## config.mk

```make
export PLATFORM = sky130hd
export DESIGN_NAME = lsu_mem_ctrl
export DESIGN_NICKNAME = d
export VERILOG_FILES = /design/src/rtl/lsu_mem_ctrl.sv
export SDC_FILE = /design/constraint.sdc
export NUM_CORES = 1
export LEC_CHECK = 0
export ABC_CLOCK_PERIOD_IN_PS = 2050
export CORE_UTILIZATION = 45
export DETAILED_ROUTE_END_ITERATION = 16
export HOLD_SLACK_MARGIN = 0.1
export PLACE_DENSITY = 0.81
export SLEW_MARGIN = 20
export SYNTH_ARGS = -nofsm -noshare
export SYNTH_HDL_FRONTEND = slang
export SYNTH_SLANG_ARGS = --single-unit
```

## constraint.sdc

```tcl
create_clock -name clk -period 2.05 [get_ports clk]
set_input_delay 0.205 -clock clk [delete_from_list [all_inputs] [get_ports clk]]
set_output_delay 0.205 -clock clk [all_outputs]
set_load 0.02 [all_outputs]
```

## src/rtl/lsu_mem_ctrl.sv

```systemverilog
// Load/store access controller in front of a 32-bit word memory: splits byte-addressed
// requests into one or two lane-masked word accesses and returns extended load data.
module lsu_mem_ctrl #(
    parameter int MEM_SIZE_WORDS = 256
) (
    input  logic        clk,
    input  logic        rst_n,
    input  logic        req_valid,
    output logic        req_ready,
    input  logic        req_we,
    input  logic [2:0]  req_funct3,
    input  logic [31:0] req_addr,
    input  logic [31:0] req_wdata,
    output logic        rsp_valid,
    output logic [31:0] rsp_rdata,
    output logic        rsp_err,
    output logic [31:0] mem_addr,
    output logic        mem_wr_en,
    output logic [31:0] mem_wr_data,
    output logic [3:0]  mem_byte_en,
    input  logic [31:0] mem_rd_data,
    output logic [1:0]  dbg_state_o
);

    typedef enum logic [1:0] {IDLE, ACC0, ACC1, RESP} state_t;

    localparam logic [31:0] WORDS = 32'(MEM_SIZE_WORDS);

    state_t      state_q;
    logic        we_q;
    logic [2:0]  funct3_q;
    logic [31:0] addr_q;
    logic [31:0] wdata_q;
    logic [7:0]  mask_q;
    logic        split_q;
    logic        err_q;
    logic [31:0] rd_lo_q;
    logic [31:0] rd_hi_q;

    // Decode of the incoming request, registered on accept.
    logic [7:0]  size_m_d;
    logic [7:0]  mask_d;
    logic        split_d;
    logic        bad_f3_d;
    logic        err_d;
    logic [31:0] word_d;
    logic [31:0] word_next_d;

    always_comb begin
        case (req_funct3[1:0])
            2'b00:   size_m_d = 8'h01;
            2'b01:   size_m_d = 8'h03;
            default: size_m_d = 8'h0F;
        endcase
        mask_d      = size_m_d << req_addr[1:0];
        split_d     = |mask_d[7:4];
        word_d      = {2'b00, req_addr[31:2]};
        word_next_d = word_d + 32'd1;
        if (req_we) begin
            bad_f3_d = req_funct3[2] || (req_funct3[1:0] == 2'b11);
        end else begin
            bad_f3_d = (req_funct3 == 3'b011) || (req_funct3[2:1] == 2'b11);
        end
        err_d = bad_f3_d || (word_d >= WORDS) || (split_d && (word_next_d >= WORDS));
    end

    always_ff @(posedge clk) begin
        if (!rst_n) begin
            state_q  <= IDLE;
            we_q     <= 1'b0;
            funct3_q <= 3'b000;
            addr_q   <= '0;
            wdata_q  <= '0;
            mask_q   <= '0;
            split_q  <= 1'b0;
            err_q    <= 1'b0;
            rd_lo_q  <= '0;
            rd_hi_q  <= '0;
        end else begin
            case (state_q)
                IDLE: begin
                    if (req_valid) begin
                        we_q     <= req_we;
                        funct3_q <= req_funct3;
                        addr_q   <= req_addr;
                        wdata_q  <= req_wdata;
                        mask_q   <= mask_d;
                        split_q  <= split_d;
                        err_q    <= err_d;
                        rd_hi_q  <= '0;
                        state_q  <= ACC0;
                    end
                end
                ACC0: begin
                    rd_lo_q <= mem_rd_data;
                    state_q <= (split_q && !err_q) ? ACC1 : RESP;
                end
                ACC1: begin
                    rd_hi_q <= mem_rd_data;
                    state_q <= RESP;
                end
                default: state_q <= IDLE;
            endcase
        end
    end

    logic [63:0] data64;

    // Write enable is gated by reset so an access cut short never writes on the reset edge.
    always_comb begin
        mem_addr    = '0;
        mem_wr_en   = 1'b0;
        mem_wr_data = '0;
        mem_byte_en = '0;
        data64      = {32'b0, wdata_q} << {addr_q[1:0], 3'b000};
        if (state_q == ACC0 && !err_q) begin
            mem_addr    = {2'b00, addr_q[31:2]};
            mem_byte_en = mask_q[3:0];
            mem_wr_data = data64[31:0];
            mem_wr_en   = we_q & rst_n;
        end else if (state_q == ACC1) begin
            mem_addr    = {2'b00, addr_q[31:2]} + 32'd1;
            mem_byte_en = mask_q[7:4];
            mem_wr_data = data64[63:32];
            mem_wr_en   = we_q & rst_n;
        end
    end

    logic [63:0] shifted;
    logic [31:0] raw;

    always_comb begin
        shifted   = {rd_hi_q, rd_lo_q} >> {addr_q[1:0], 3'b000};
        raw       = shifted[31:0];
        rsp_rdata = '0;
        if (state_q == RESP && !we_q && !err_q) begin
            case (funct3_q)
                3'b000:  rsp_rdata = {{24{raw[7]}}, raw[7:0]};
                3'b001:  rsp_rdata = {{16{raw[15]}}, raw[15:0]};
                3'b010:  rsp_rdata = raw;
                3'b100:  rsp_rdata = {24'b0, raw[7:0]};
                3'b101:  rsp_rdata = {16'b0, raw[15:0]};
                default: rsp_rdata = '0;
            endcase
        end
    end

    assign req_ready   = (state_q == IDLE);
    assign rsp_valid   = (state_q == RESP);
    assign rsp_err     = (state_q == RESP) && err_q;
    assign dbg_state_o = state_q;

endmodule

```

Word-level counts from Yosys, hierarchy flattened:

Index checks and enable logic that the tools add are counted.

* $add $sub $neg: 2
* magnitude comparators: 2
* shift operators: 3
* divide/modulo/power cells: 0
* bitwise gates (word level): 1
* reductions and logical operators: 19
* eq/ne operators: 12
* multiplexer cells: 17
* multipliers: 0

Operator list (number)
* $pmux 32 s5: 1
* $mux 32: 4
* $pmux 32 s2: 1
* $shl 32x5->64: 1
* $shr 64x5->32: 1
* $add 30x1->31 const B: 2
* $mux 31: 2
* $ge 31x9->1 const B: 1
* $ge 30x9->1 const B: 1
* $eq 2x2->1 const B: 4
* $mux 4: 2
* $pmux 4 s2: 1
* $shl 8x2->8: 1
* $eq 3x2->1 const B: 2
* $eq 3x3->1 const B: 2
* $logic_and 1x1->1: 6
* $pmux 2 s3: 1
* $eq 2x1->1 const B: 2
* $logic_not 2->1: 2
* $logic_or 1x1->1: 4
* $mux 1: 4
* $reduce_and 2->1: 2
* $reduce_or 4->1: 1
* $eq 3x1->1 const B: 1
* other kinds (6): 7

* output and inout bits: 106
* bits in latches: 0
* memory bits (writable): 0
* memories kept: 0
* word-level logic and storage cells: 66
* flip-flop bits (word level): 144
* bits in read-only memories: 0
* input port bits: 103

Longest topological paths before layout:

* depth after elaboration: 6
* depth in mapped cells: 10

Worst setup path before layout:

OpenSTA, ideal clock, no wires.

* path type: register -> output
* from: register state_q[1] (netlist: dbg_state_o[1])
* to: output port mem_addr[28]
* slack: -401 ps
* buffers on the path: 2
* required time: 1845 ps
* stages on the path, launching flop included: 11
* arrival: 2246 ps
* cells stage by stage: dfxtp_1 > inv_1 > ha_1 > buf_4 > nand2b_1 > buf_2 > nand4_1 > nor4_1 > nand4_1 > xor2_1 > nor2_1

* word-level cells in the longest chain between the ends: 3
* elaborated cells between the ends (all ways): 5

Ends and longest elaborated chain
* from (decl): RTL line 29 `state_t state_q;`
* from (signal assigned): RTL line 96 `state_q <= (split_q && !err_q) ? ACC1 : RESP;`
* $eq 2x2->1 or $eq 2x1->1 (tied branches): RTL line 121, 116
* $mux 31 or $logic_and 1x1->1 (tied branches): RTL line 121, 116
* $mux 31 (*): RTL line 116 `if (state_q == ACC0 && !err_q) begin`
* to (decl): RTL line 17 `output logic [31:0] mem_addr,`

Every way passes the cells marked *; elsewhere a longest branch is shown, timed or not.

Worst setup path in the final report:

* from: register state_q[1] (netlist: dbg_state_o[1])
* to: output port mem_wr_data[23]

* word-level cells in the longest chain between the ends: 3
* elaborated cells between the ends (all ways): 5

Ends and longest elaborated chain
* $eq 2x2->1 or $eq 2x1->1 (tied branches): RTL line 121, 116
* $mux 32 or $logic_and 1x1->1 (tied branches): RTL line 121, 116
* $mux 32 (*): RTL line 116
* to (decl): RTL line 19 `output logic [31:0] mem_wr_data,`

Marked as above.

==> results.yml <==
timing:
  fin_skew_ns: 0.00894
  setup_violations: 105
  fin_ws_ns: -0.380
  fin_crit_sh_pct: 119
  period_needed_ns: 2.43
  hold_violations: 0
  worst_pin_slew_ns: 0.623
  max_slew_margin_pct: 58.4
  rsz0062_at_grt: "yes"
  timing.fmax_mhz: 412
  final-max-slew-violation-count: 0
yosys:
  ys_types: 46
  synth_commonest_cells: "nand2_1, dfxtp_1, nor2b_1"
  yosys_most_used_dff: "dfxtp_1"
  synth_most_common_cell: "nand2_1"
  ys_seq_area_share_pct: 33.0
  ys_top_cells_by_area: "dfxtp_1, nand2_1, mux4_2, mux2i_1, a21boi_0"
  synth_edf_count: 0
  yosysTopAreaCellShare_pct: 33.0
  syn-instance-count: 1000
  avgSynthCellArea_um2: 8.19
  ys_seq_elements: 135
  ys_warn_count: 0
  synth_area_mm2: 0.00819
  synth_top_area_cell: "dfxtp_1"
  syn-num-nets: 1108
  async_reset_ff_share_pct: 0
route:
  drtIter0Drc: 994
  route.vias.total: 9755
  routedWlPerCell_um: 22.0
  firstDrtPassIters: 6
  vias_per_cell: 6.14
  drtAntennaViolNets: 0
  routed_wl_mm: 34.9
  route.detailed.drc: 0
die:
  initial_utilization_pct: 46.7
  dieArea_mm2: 0.0187
  die_y_um: 137
  io_pins: 209
  die_x_um: 137
  core-area_mm2: 0.0175
  rows: 48
global_route:
  grt_pass1_wl_mm: 44.3
  track_usage_pct: 30.4
  grt_pass1_vias: 8705
  grt_overflow: 0
  antenna_found_initial: 1
  grt_max_degree: 136
clocking:
  cts_hold_buffers: 0
  worstSkewPairLatency_ns: 0.44
  clock_sinks: 135
  cts.reportedPaths.clkPinSlew_ns: 0.06
  tritoncts: "yes"
  cts-buffers-inserted: 17
  cts_root_buffer: "clkbuf_16"
  h-tree-depth: 4
  clk_path_buf_depth: 2
worst_setup_path:
  reg2reg_from: "dbg_state_o[1]"
  cpMostUsedCell: "buf_6"
  path_max_fanout: 6
  critical_path_required_ns: 1.85
  crit_buf_inv: 7
  cp.arrival_ns: 2.22
  reg2reg_slack_ns: -0.05
  critPathMaxStageDelay_ns: 0.36
  slowest_stage: "dfxtp_4"
  startpoint: "dbg_state_o[1]"
  worstPathCellList: "inv_4 > ha_4 > nand2b_4 > buf_4 > buf_8 > buf_6 > nand3_4 > nor2_4 > buf_6 > buf_4 > nand2_2 > o21ai_2 > buf_6"
  endpoint_kind: "output pin"
  path_delay_family: "buffers and inverters"
  critPathKind: "flop to output pin"
  startpoint_type: "flop"
pwr:
  powerDensity_mw_per_mm2: 1040
  power_leakage_nw: 5.26
  total_power_mw: 14.6
  ir_drop_mv: 0.780
status:
  violations: "negative setup slack"
  status: "complete, but fails checks"
placement:
  port_buffers: 207
  gp_congestion: 0.903
  hpwl_mm: 18.6
layout:
  finalNetCount: 1457
  multi_input_area_mm2: 0.00623
  final_core_util_pct: 79.8
  nFillCells: 981
  regArea_mm2: 0.00272
  areaGrowthSynthToFinish_pct: 70.9
  final_layout_size_suffix_gt1_share_pct: 39.9
run:
  drv_cap: 0
min_path:
  hp-class: "primary input to flop"
  min_from: "req_wdata[0]"
==> layout make-up <==
type	instances	share of cell area, %
multi-input cells	784	44.5
repair buffers	402	29.2
flip-flops and latches	135	19.4
clock buffers	19	3.24
well taps	225	2.01
clock inverters	13	1.39
inverters	9	0.259
diodes	1	0.0179
==> worst reg2reg max path, delay by kind of cell, from the launching register on <==
kind | cells | cell delay, ns
adders and majority gates | 1 | 0.21
AOI/OAI and AO/OA | 1 | 0.31
buffers and inverters | 6 | 0.68
and+or+nand+nor | 3 | 0.44
DFF | 1 | 0.35
==> path summary, 6_finish.rpt <==
check	end	depth (start not counted)
max reg2reg	rd_hi_q[4]	11
min reg2reg	addr_q[30]	2
max	mem_wr_data[23]	13
min	wdata_q[0]	3
==> per-layer routing <==
layer,up-vias,share of wire (%),track usage [%]
met3,183,8.5,5.85
met1,4682,36,36.6
met2,695,50,52.7
met4,0,5.7,12.8
li1,4195,-,-
met5,-,0,0
==> flip-flops by register name (all words and copies together), names as in the netlist <==
| name | cells |
|---|---|
| addr_q | 32 |
| dbg_state_o | 2 |
| err_q | 1 |
| funct3_q | 3 |
| mask_q | 7 |
| rd_hi_q | 24 |
| rd_lo_q | 32 |
| split_q | 1 |
| wdata_q | 32 |
| we_q | 1 |
==> power by group <==
group | total, mW | switching [mW] | internal [mW]
Sequential | 3.76 | 0.595 | 3.16
Combinational | 7.47 | 3.92 | 3.55
Clock | 3.39 | 1.27 | 2.11
==> stage by stage <==
stage          cells  area, µm²  hold WS [ns]  setup WS [ns]  TNS, ns
3_5_place_dp    1483      11300         0.490         -0.466   -16.18
5_1_grt         1588      14000         0.341         -0.526   -28.86
2_1_floorplan   1000       8270         0.350        -0.0702   -0.174
3_3_place_gp    1483      11300         0.477         -0.324   -13.66
4_1_cts         1554      12700         0.328         -0.361   -11.78
6_report        1588      14000         0.323         -0.380   -22.34
==> repair_timing <==
item | 4_1_cts | 5_1_grt
pin swaps | 19 | 56
endpoints found under the setup margin | 101 | 131
gates cloned | 2 | 6
gates resized for setup | 624 | 276
buffers inserted | 37 | 34
==> cells by family after synthesis <==
logic type | count (synthesis) | synth area share [%]
buffers and inverters | 81 | 4.26
adder cells (fa/ha/maj) | 5 | 0.764
AND/OR/NAND/NOR | 450 | 26.5
flip-flops | 135 | 33.0
other | 1 | 0.0458
multiplexers | 102 | 17.2
AO/OA/AOI/OAI | 202 | 15.6
XOR/XNOR | 24 | 2.57
==> placed cells by master (no fill, tap or decap), types with 20 or more instances in the layout <==
cell and n:
nand2_1 184, buf_4 152, dfxtp_1 129, buf_6 107
clkdlybuf4s50_1 103, nor2b_1 72, a21boi_0 69, mux2i_1 53
nor2_1 42, mux4_2 31, nand2_2 25, a22oi_1 25
clkbuf_16 22, a21oi_2 21, buf_12 21, a21oi_1 20
Note: power is estimated with default switching activity, not from simulation.
